$ cat config.mk
export PLATFORM = sky130hd
export DESIGN_NAME = seg_scan_decoder
export DESIGN_NICKNAME = d
export VERILOG_FILES = /design/src/rtl/seg_scan_decoder.sv
export SDC_FILE = /design/constraint.sdc
export NUM_CORES = 1
export LEC_CHECK = 0
export BUFFER_PORTS_ARGS = -buffer_cell sky130_fd_sc_hd__buf_4
export CAP_MARGIN = 25
export CORE_ASPECT_RATIO = 1.75
export CORE_MARGIN = 5
export CORE_UTILIZATION = 57
export DETAILED_ROUTE_END_ITERATION = 8
export PLACE_DENSITY_LB_ADDON = 0.12
export SLEW_MARGIN = 20
export SYNTH_ARGS = -nofsm -noshare
export SYNTH_HDL_FRONTEND = slang
export SYNTH_SLANG_ARGS = --single-unit
$ cat constraint.sdc
create_clock -name clock -period 3.8 [get_ports clock]
set_clock_uncertainty 0.1 [all_clocks]
set_input_delay 0.95 -clock clock [delete_from_list [all_inputs] [get_ports clock]]
set_output_delay 0.95 -clock clock [all_outputs]
set_load 0.01 [all_outputs]
$ cat src/rtl/seg_scan_decoder.sv
// Seven-segment scan receiver: filters, decodes and frames HEX0..HEX5.
// Define ERR_COUNT_EN to build the saturating error counter.
module seg_scan_decoder #(
   parameter int unsigned STABLE_CNT = 2
) (
   input  logic        clock,
   input  logic        reset_n,
   input  logic        clear,
   input  logic        seg_stb,
   input  logic [2:0]  seg_dig,
   input  logic [6:0]  seg_in,
   output logic [23:0] digits,
   output logic [5:0]  digit_ok,
   output logic [3:0]  operand_a,
   output logic [3:0]  operand_b,
   output logic [7:0]  result,
   output logic        frame_done,
   output logic        err,
   output logic [7:0]  err_count
);

   localparam logic [3:0] STABLE = 4'(STABLE_CNT);

   typedef enum logic {COLLECT, DONE} state_t;

   state_t     state_q;
   state_t     state_d;
   logic       pat_ok;
   logic [3:0] dec_val;
   logic       dig_legal;
   logic       live;
   logic       err_d;
   logic       latch;
   logic [5:0] acc;

   always_comb begin
      pat_ok  = 1'b1;
      dec_val = 4'h0;
      case (seg_in)
         7'h40: dec_val = 4'h0;
         7'h79: dec_val = 4'h1;
         7'h24: dec_val = 4'h2;
         7'h30: dec_val = 4'h3;
         7'h19: dec_val = 4'h4;
         7'h12: dec_val = 4'h5;
         7'h02: dec_val = 4'h6;
         7'h78: dec_val = 4'h7;
         7'h00: dec_val = 4'h8;
         7'h18: dec_val = 4'h9;
         7'h08: dec_val = 4'hA;
         7'h03: dec_val = 4'hB;
         7'h46: dec_val = 4'hC;
         7'h21: dec_val = 4'hD;
         7'h06: dec_val = 4'hE;
         7'h0E: dec_val = 4'hF;
         default: pat_ok = 1'b0;
      endcase
   end

   assign dig_legal = (seg_dig < 3'd6);
   assign live      = seg_stb & ~clear & dig_legal;
   assign err_d     = seg_stb & ~clear & (~dig_legal | ~pat_ok);

   for (genvar d = 0; d < 6; d++) begin : g_dig
      logic [6:0] last_pat;
      logic [3:0] match_cnt;
      logic [3:0] cnt_nxt;
      logic [3:0] nib;
      logic       sel;
      logic       same;

      assign sel  = live & (seg_dig == 3'(d));
      assign same = (seg_in == last_pat);

      always_comb begin
         cnt_nxt = 4'd1;
         if (same) begin
            cnt_nxt = (match_cnt == STABLE) ? STABLE
                                            : match_cnt + 4'd1;
         end
      end

      assign acc[d] = sel & pat_ok & (cnt_nxt == STABLE);

      always_ff @(posedge clock or negedge reset_n) begin
         if (!reset_n) begin
            last_pat  <= '0;
            match_cnt <= '0;
            nib       <= '0;
         end else if (clear) begin
            match_cnt <= '0;
            nib       <= '0;
         end else if (sel) begin
            if (pat_ok) begin
               last_pat  <= seg_in;
               match_cnt <= cnt_nxt;
               if (acc[d]) nib <= dec_val;
            end else begin
               match_cnt <= '0;
            end
         end
      end

      assign digits[4*d +: 4] = nib;
   end

   always_comb begin
      state_d = state_q;
      unique case (state_q)
         COLLECT: if (!clear && digit_ok == 6'h3F) state_d = DONE;
         DONE:    state_d = COLLECT;
         default: state_d = COLLECT;
      endcase
   end

   assign latch      = (state_q == COLLECT) & (state_d == DONE);
   assign frame_done = (state_q == DONE);

   always_ff @(posedge clock or negedge reset_n) begin
      if (!reset_n) begin
         state_q   <= COLLECT;
         digit_ok  <= '0;
         operand_a <= '0;
         operand_b <= '0;
         result    <= '0;
         err       <= 1'b0;
      end else begin
         state_q <= state_d;
         err     <= err_d;
         if (latch) begin
            operand_b <= digits[3:0];
            operand_a <= digits[11:8];
            result    <= digits[23:16];
         end
         // a strobe accepted during DONE survives the frame clear
         if (clear) begin
            digit_ok <= '0;
         end else begin
            digit_ok <= ((state_q == DONE) ? 6'h00 : digit_ok) | acc;
         end
      end
   end

`ifdef ERR_COUNT_EN
   always_ff @(posedge clock or negedge reset_n) begin
      if (!reset_n) begin
         err_count <= '0;
      end else if (clear) begin
         err_count <= '0;
      end else if (err_d && err_count != 8'hFF) begin
         err_count <= err_count + 8'd1;
      end
   end
`else
   assign err_count = 8'h00;
`endif

endmodule
==> metrics.yaml, run 1 <==
status:
  status: "finished clean"
yosys:
  synth_seq_area_share: 0.447
  ys_top_cells_by_count: "dfrtp_1 (114), nand2_1 (69), mux2_2 (35), nand2b_1 (33)"
  synth_area_leaders: "dfrtp_1 (45%), mux2_2 (6.2%), nand2_1 (4.1%), mux2i_1 (3.9%), xnor2_1 (3.4%)"
  yosysUniqueCellTypes: 75
  syn_avg_cell_area_um2: 10.6
  dominantRegCellSynth: "dfrtp_1"
  yosys_warnings: 0
  synth_area_leader_cell: "dfrtp_1"
  syn-cell-area_mm2: 0.00639
  synth_top_area_frac: 0.447
  async_reset_ff_frac: 1.00
  synth.most_common_cell: "dfrtp_1"
  yosys_register_bits: 114
  synth_cells: 600
  synth_enable_flop_cells: 0
power:
  ir_drop_uv: 333
  power_uw: 3080
  p_per_area_mw_per_mm2: 414
  leakagePower_uw: 0.00355
cts:
  cts-hold-fix-buffers: 0
  tritoncts: "done"
  cts_resized: 0
  cts-root-buf: "clkbuf_16"
  cts_max_level: 4
  worstSkewPairLatency_ns: 0.41
  ctsLongestPathBuffers: 2
  post_cts_buffers: 0
  clkTransAtPathRegs_ns: 0.05
  clkSinkCount: 114
  cts_buffers: 17
floorplanning:
  dieArea_mm2: 0.0135
  fp.coreArea_mm2: 0.0110
  core.rowCount: 51
  initial_core_util: 0.579
  ios: 70
  die_h_um: 150
  chipWidth_um: 90.0
worst_hold_path:
  min_from: "operand_b[1]$_DFFE_PN0P_"
  hold_end: "operand_b[1]$_DFFE_PN0P_"
  worstHoldPathType: "reg2reg"
  hold_path_depth: 2
timing:
  period_needed_ns: 3.05
  slew_headroom: 0.452
  grt_setup_unrepaired: "false"
  fin_crit_sh: 0.803
  worst_pin_slew_ns: 0.814
  setup_viol_count_final: 0
  timing.fmax_mhz: 328
  fin_hold_ws_ns: 0.373
  report.final.slew_viol_count: 0
  fin_setup_tns_ns: 0
  hold_viol_final: 0
worst_setup_path:
  crit_fanout: 17
  reg2reg_depth: 6
  reg2reg_setup_slack_ns: 1.29
  reg2reg_from: "g_dig[3].last_pat[1]$_DFFE_PN0P_"
  crit_path_end_kind: "register"
  startpoint_type: "input pin"
  required_ns: 4.02
  r2r_end: "g_dig[3].nib[1]$_DFFE_PN0P_"
  critPathKind: "in2reg"
  arrival_ns: 3.28
placed_design:
  gp_congestion: 0.841
  dp_hpwl_mm: 10.2
  portBuffers: 61
global_routing:
  antenna_found_initial: 0
  grtUsageTotal: 0.220
  grt_max_degree: 72
  first_global_vias: 4740
  overflow: 0
  grt_first_pass_wirelength_mm: 23.6
final_layout:
  drive_above_1_share: 0.256
  nNetsFinal: 679
  post-route-util: 0.673
  syn_to_final_growth_pct: 16.4
  antennaDiodeCount: 0
drt:
  drc_errors: 0
  via_per_inst: 5.71
  drt-pass1-iter-count: 4
  ant_nets: 0
  wl_per_cell_um: 17.7
  initialDrtViolationCount: 241
  wl_mm: 14.1
  vias: 4553
run:
  cap_violations: 0
-- worst max path at each step --
stage | startpoint | end | slack, ns | depth (start not counted)
after floorplan | seg_in[4] | g_dig[3].last_pat[0]$_DFFE_PN0P_ | 0.73 | 9
after global placement | seg_in[3] | g_dig[3].nib[1]$_DFFE_PN0P_ | 0.41 | 8
after detailed placement | seg_in[3] | g_dig[3].nib[1]$_DFFE_PN0P_ | 0.33 | 8
after CTS | seg_in[3] | g_dig[3].nib[1]$_DFFE_PN0P_ | 0.77 | 8
after global routing | seg_in[3] | g_dig[3].nib[3]$_DFFE_PN0P_ | 0.60 | 8
final | seg_in[3] | g_dig[3].nib[1]$_DFFE_PN0P_ | 0.75 | 8
-- cells in the final DEF, fill, tap and decap left out, types with 7 or more instances in the layout --
master     Yosys  final
a21oi_1        9      9
a22o_1         8      8
buf_4          9     67
clkbuf_16      0     17
clkinv_2       0      8
conb_1         1      8
dfrtp_1      114    114
ha_1          12     12
inv_1         12     12
mux2_1         7      7
mux2_2        35     35
mux2i_1       25     25
nand2_1       69     69
nand2b_1      33     33
nand3_1       13     13
nand4_1       11     11
nor2_1        22     22
nor3_1         8      8
nor3b_1        8      8
nor4_1        12     12
o21ai_0       10     10
or2_2          7      7
xnor2_1       25     25
xor2_1        22     22
-- cell type report --
cell class	count	area, um^2
Fill cell	877	3600
Multi-Input combinational cell	438	3260
Clock inverter	12	115
Clock buffer	19	453
Tap cell	132	165
Timing Repair Buffer	69	543
Inverter	13	48.8
Sequential cell	114	2850
-- layer usage --
layer / vias to the layer above / part of all wire / GRT usage
met5: - / 0 / 0
met4: 0 / 0.014 / 0.0678
met3: 17 / 0.047 / 0.0609
met2: 109 / 0.54 / 0.399
met1: 2230 / 0.40 / 0.249
li1: 2197 / - / -
-- power breakdown --
part | leakage (uW) | switching (uW) | internal (uW) | total (uW)
sequential | 0.00158 | 33.1 | 1270 | 1300
clock | 0.000284 | 540 | 982 | 1520
combinational | 0.00169 | 140 | 114 | 254
total | 0.00355 | 713 | 2360 | 3080
-- metrics by stage --
stage                     worst slack [ns]  cells  cell area, um^2
after floorplan                      0.727    607             6410
after global placement               0.415    766             6870
after detailed placement             0.335    766             6870
after CTS                            0.768    797             7430
after global routing                 0.604    797             7430
final                                0.747    797             7430
-- worst max-delay path, stage by stage --
cell,delay [ns]
buf_4,0.18
buf_4,0.25
xnor2_1,0.14
nand4_1,0.10
nor4_1,0.63
o21ai_0,0.34
nor4_4,0.44
mux2i_1,0.24
-- cell families (layout without fill, tap and decap cells) --
| logic type | count (synthesis) | count (layout) | synth area share |
|---|---|---|---|
| other | 1 | 8 | 0.000587 |
| xor gates and xnor gates | 47 | 47 | 0.0644 |
| adders and majority gates | 12 | 12 | 0.0235 |
| DFF | 114 | 114 | 0.447 |
| AOI/OAI and AO/OA | 75 | 75 | 0.0893 |
| and+or+nand+nor | 229 | 229 | 0.215 |
| buffers and inverters | 55 | 113 | 0.0478 |
| muxes | 67 | 67 | 0.113 |
-- registers in the layout (all words and copies together) (netlist names) --
register / flops
g_dig.last_pat: 42
g_dig.match_cnt: 24
g_dig.nib: 24
result: 8
digit_ok: 6
operand_a: 4
operand_b: 4
err: 1
frame_done: 1
(Power assumes the default switching activity.)
==> inputs of run 2 (changes only) <==
--- a/config.mk
+++ b/config.mk
@@ -9,7 +9,7 @@
 export CAP_MARGIN = 25
 export CORE_ASPECT_RATIO = 1.75
 export CORE_MARGIN = 5
-export CORE_UTILIZATION = 57
+export CORE_UTILIZATION = 53
 export DETAILED_ROUTE_END_ITERATION = 8
 export PLACE_DENSITY_LB_ADDON = 0.12
 export SLEW_MARGIN = 20
==> constraint.sdc (replaced) <==
create_clock -name clock -period 2.7 [get_ports clock]
set_clock_uncertainty 0.1 [all_clocks]
set_input_delay 0.675 -clock clock [delete_from_list [all_inputs] [get_ports clock]]
set_output_delay 0.675 -clock clock [all_outputs]
set_load 0.01 [all_outputs]
==> run 2 against run 1 <==
  * Flip-flop and latch count unchanged
  * Hold slack worse by 0.26 ns
  * Sequential share of layout area down 2.9 points
  * Critical endpoint is now g_dig[4].match_cnt[3]$_DFFE_PN0N_
==> metrics.yaml, run 2 (synthesis results as in run 1) <==
worst_setup_path:
  crit_fanout: 7
  crit_path_end_kind: "register"
  reg2reg_setup_slack_ns: 0.37
  arrival_ns: 2.80
  reg2reg_depth: 7
  required_ns: 2.95
  critPathKind: "in2reg"
  reg2reg_from: "g_dig[1].last_pat[3]$_DFFE_PN0P_"
  r2r_end: "g_dig[1].nib[3]$_DFFE_PN0P_"
  startpoint_type: "input pin"
final_layout:
  syn_to_final_growth_pct: 25.8
  postLayoutCellArea_mm2: 0.00804
  largest_reg_flops: 42
  largestRegisters: "g_dig.last_pat: 42 flops, g_dig.match_cnt: 24 flops, g_dig.nib: 24 flops"
  drive_above_1_share: 0.323
  final_cell_mix: "buf_4 (126), dfrtp_1 (114), nand2_1 (69)"
  nNetsFinal: 743
  layout.cells.non_filler: 867
  regMostFlops: "g_dig.last_pat"
  antennaDiodeCount: 0
  n_fill_cell: 936
  final_common_cell: "buf_4"
drt:
  ant_nets: 0
  vias: 4825
  via_per_inst: 5.57
  wl_mm: 15.0
  drt-pass1-iter-count: 4
  initialDrtViolationCount: 174
  drc_errors: 0
  wl_per_cell_um: 17.3
cts:
  clkSinkCount: 114
  clkTransAtPathRegs_ns: 0.06
  cts-root-buf: "clkbuf_16"
  ctsLongestPathBuffers: 2
  worstSkewPairLatency_ns: 0.41
  cts_buffers: 17
  cts_max_level: 4
  post_cts_buffers: 0
  tritoncts: "done"
timing:
  fin_crit_sh: 0.945
  period_needed_ns: 2.55
  fin_setup_tns_ns: 0
  report.final.slew_viol_count: 0
  setup_viol_count_final: 0
  slew_headroom: 0.611
  setup_slack_ns: 0.150
  timing.fmax_mhz: 392
  fin_hold_ws_ns: 0.110
  hold_viol_final: 0
  grt_setup_unrepaired: "false"
  worst_pin_slew_ns: 0.569
floorplanning:
  dieArea_mm2: 0.0144
  core.rowCount: 53
  fp.coreArea_mm2: 0.0119
  ios: 70
  die_h_um: 155
  initial_core_util: 0.535
  chipWidth_um: 93.0
global_routing:
  grt.busiest_layer: "met2"
  met2_usage: 0.396
  overflow: 0
  antenna_found_initial: 0
  grt_first_pass_wirelength_mm: 24.9
  grt_max_degree: 43
  grt_use_met1: 0.244
  grtUsageTotal: 0.219
  grtUsageMet3: 0.0426
  first_global_vias: 5077
placed_design:
  portBuffers: 61
  placed_area_mm2: 0.00743
  gp_congestion: 0.894
  place_inst: 835
  place_ws_ns: -0.313
  dp_hpwl_mm: 11.3
power:
  p_per_area_mw_per_mm2: 560
  leakagePower_uw: 0.00390
  ir_drop_uv: 500
status:
  status: "finished clean"
worst_hold_path:
  worstHoldPathType: "in2async"
run:
  cap_violations: 0
==> run 2: changes by cell type in the layout (fill, tap and decap cells not counted), sizes merged <==
cell / change
clkinvlp: +1
clkinv: -4
bufinv: +1
buf: +64
clkbuf: +3
==> run 2: cell type report <==
cell class / count / area, um^2 / area share
clock inverters: 10 / 133 / 0.0165
clock buffers: 22 / 464 / 0.0577
repair buffers: 133 / 1090 / 0.135
inverters: 13 / 48.8 / 0.00607
well taps: 137 / 171 / 0.0213
multi-input cells: 438 / 3280 / 0.408
flip-flops and latches: 114 / 2850 / 0.355
==> run 2: worst max-delay path by stage <==
stage | startpoint | endpoint | slack (ns) | depth (start not counted)
floorplan | seg_in[6] | g_dig[4].last_pat[0]$_DFFE_PN0P_ | -0.07 | 8
CTS | seg_in[5] | g_dig[4].last_pat[5]$_DFFE_PN0P_ | 0.12 | 8
global placement | seg_in[5] | g_dig[4].last_pat[4]$_DFFE_PN0P_ | -0.28 | 8
finish | seg_in[5] | g_dig[4].match_cnt[3]$_DFFE_PN0N_ | 0.15 | 9
detailed placement | seg_in[5] | g_dig[2].nib[2]$_DFFE_PN0P_ | -0.31 | 10
global route | seg_in[2] | g_dig[1].nib[0]$_DFFE_PN0P_ | 0.06 | 9
==> run 2: power by group <==
part	switching, uW	internal [uW]	total (uW)	leakage (uW)
registers	46.8	1780	1830	0.00158
logic	214	218	432	0.00204
clock network	752	1490	2240	0.000286
total	1010	3490	4500	0.00390
==> run 2: metal layers <==
metal,part of all wire,vias to the layer above
met5,0,-
met4,0.032,0
met3,0.036,32
met2,0.54,129
met1,0.39,2344
li1,-,2320
==> run 2: repair_timing <==
action | 4_1_cts | 5_1_grt
resized for setup | 0 | 2
hold buffers | 0 | 0
hold endpoints to repair | 0 | 0
endpoints found under the setup margin | 0 | 7
==> run 2: stage by stage <==
step	util	total power, uW
CTS	0.673	4560
global placement	0.623	2270
finish	0.673	4500
floorplan	-	2130
global route	0.673	4680
detailed placement	0.623	2290
==> run 2: critical path: stages <==
cell and delay (ns):
buf_4 0.13, or4b_4 0.57, nor3b_4 0.20, or3_4 0.17
nor3_4 0.04, buf_4 0.18, buf_12 0.14, a2111oi_0 0.54
a21o_1 0.14
==> inputs of run 3 (changes only) <==
--- a/config.mk
+++ b/config.mk
@@ -9,7 +9,7 @@
 export CAP_MARGIN = 25
 export CORE_ASPECT_RATIO = 1.75
 export CORE_MARGIN = 5
-export CORE_UTILIZATION = 53
+export CORE_UTILIZATION = 57
 export DETAILED_ROUTE_END_ITERATION = 8
 export PLACE_DENSITY_LB_ADDON = 0.12
 export SLEW_MARGIN = 20
==> constraint.sdc (replaced) <==
create_clock -name clock -period 2.35 [get_ports clock]
set_clock_uncertainty 0.1 [all_clocks]
set_input_delay 0.5875 -clock clock [delete_from_list [all_inputs] [get_ports clock]]
set_output_delay 0.5875 -clock clock [all_outputs]
set_load 0.01 [all_outputs]
==> run 3 against run 2 <==
  * Highest routed layer unchanged
  * Via count up 3.9%
  * Global-route usage grew 1.9 points
  * The flow now finishes with violations (negative setup slack)
  * Die area down 6.4%
  * Largest power group unchanged
  * Power increased by 16%
  * Critical path type unchanged
  * Final area increased by 4.2%
==> metrics.yaml, run 3 (synthesis results as in run 1) <==
status:
  status: "complete, but fails checks"
  violations: "negative setup slack"
drt:
  ant_nets: 0
  initialDrtViolationCount: 255
  wl_mm: 16.1
  drt-pass1-iter-count: 4
  wl_per_cell_um: 18.3
  top_layer: "met4"
  vias: 5012
  drc_errors: 0
  wl_met1_mm: 6.09
  route.met2.wl_mm: 8.99
  via_per_inst: 5.71
  met3WireLength_um: 551
global_routing:
  overflow: 0
  first_global_vias: 5298
  grt_max_degree: 46
  antenna_found_initial: 0
  grt_first_pass_wirelength_mm: 26.1
  grtUsageTotal: 0.239
final_layout:
  layout.cells.non_filler: 878
  largest_reg_flops: 42
  final_common_cell: "buf_4"
  seq_area_mm2: 0.00285
  multiInputGateArea_mm2: 0.00348
  antennaDiodeCount: 0
  drive_above_1_share: 0.369
  final_cell_mix: "buf_4 (128), dfrtp_1 (114), nand2_1 (69)"
  syn_to_final_growth_pct: 31.1
  largestRegisters: "g_dig.last_pat: 42 flops, g_dig.match_cnt: 24 flops, g_dig.nib: 24 flops"
  nNetsFinal: 760
  regMostFlops: "g_dig.last_pat"
  postLayoutCellArea_mm2: 0.00837
  n_fill_cell: 727
timing:
  slew_headroom: 0.674
  worst_pin_slew_ns: 0.477
  report.final.slew_viol_count: 0
  fin_crit_sh: 1.06
  setup_viol_count_final: 34
  grt_setup_unrepaired: "true"
  period_needed_ns: 2.49
  hold_viol_final: 0
  timing.fmax_mhz: 402
  setup_slack_ns: -0.140
placed_design:
  dp_hpwl_mm: 11.1
  place_inst: 831
  gp_congestion: 0.873
  portBuffers: 61
  place_ws_ns: -0.568
  placed_area_mm2: 0.00740
floorplanning:
  initial_core_util: 0.579
  dieArea_mm2: 0.0135
  chipWidth_um: 90.0
  fp.coreArea_mm2: 0.0110
  die_h_um: 150
  core.rowCount: 51
  ios: 70
cts:
  worstSkewPairLatency_ns: 0.41
  ctsLongestPathBuffers: 2
  clkTransAtPathRegs_ns: 0.05
  cts_buffers: 17
  clkSinkCount: 114
  cts_max_level: 4
  cts-root-buf: "clkbuf_16"
  tritoncts: "done"
run:
  cap_violations: 0
power:
  leakagePower_uw: 0.00404
  ir_drop_uv: 594
  p_per_area_mw_per_mm2: 624
worst_setup_path:
  arrival_ns: 2.68
  crit_path_end_kind: "register"
  critPathKind: "in2reg"
  required_ns: 2.54
  crit_fanout: 7
  startpoint_type: "input pin"
worst_hold_path:
  worstHoldPathType: "in2reg"
[run 3: cell types whose count changed in the layout (fill, tap and decap cells not counted), sizes merged]
cell | before | now
buf | 133 | 147
nor2 | 27 | 28
clkbuf | 22 | 21
clkinv | 5 | 6
dlygate4sd3 | 0 | 1
[run 3: cell type report]
cell class,instances,share of cell area
multi-input combinational,439,0.416
sequential,114,0.341
timing repair buffer,149,0.148
clock buffer,20,0.0533
tap,132,0.0197
clock inverter,11,0.0164
inverter,13,0.00583
[run 3: power by group]
group          switching (uW)  internal [uW]
Clock                     884           1680
Combinational             272            284
Sequential               59.7           2050
[run 3: final timing paths]
check	start	end	slack, ns	cells past startpoint
setup / recovery	seg_in[5]	g_dig[0].nib[2]$_DFFE_PN0P_	-0.14	8
setup reg to reg	g_dig[1].last_pat[2]$_DFFE_PN0P_	g_dig[1].match_cnt[3]$_DFFE_PN0N_	0.17	7
max in group asynchronous	reset_n	g_dig[3].last_pat[5]$_DFFE_PN0P_	1.04	3
min in group asynchronous	reset_n	g_dig[1].match_cnt[2]$_DFFE_PN0N_	0.44	2
hold reg to reg	operand_b[2]$_DFFE_PN0P_	operand_b[2]$_DFFE_PN0P_	0.38	2
hold / removal	seg_dig[1]	err$_DFF_PN0_	0.36	3
[run 3: metal layers]
layer  GRT usage  up-vias
li1            -     2370
met3      0.0473       28
met4       0.106        0
met5           0        -
met2       0.446      105
met1       0.257     2509
[run 3: critical path, cell delays in order]
cell and delay [ns]:
buf_8 0.10, or4b_4 0.58, nor3b_4 0.26, or3_4 0.19, nor3_4 0.07, buf_6 0.14, or4_4 0.59, mux2i_1 0.15
[run 3: what timing repair did]
action                                 4_1_cts  5_1_grt
hold buffers                                 1        0
pin swaps                                    8       17
cloned                                       1        2
setup endpoints to repair                   39       82
endpoints found under the hold margin        6        0
resized for setup                           28       26
buffers inserted                             4       10
[run 3: stage by stage]
stage / setup TNS, ns / power [uW] / hold WS (ns) / util
finish: -1.78 / 5220 / 0.357 / 0.758
global route: -4.65 / 5410 / 0.380 / 0.758
CTS: -0.535 / 5220 / 0.343 / 0.738
detailed placement: -38.00 / 2620 / 0.322 / 0.671
global placement: -36.07 / 2600 / 0.320 / 0.671
floorplan: -19.25 / 2450 / 0.192 / -
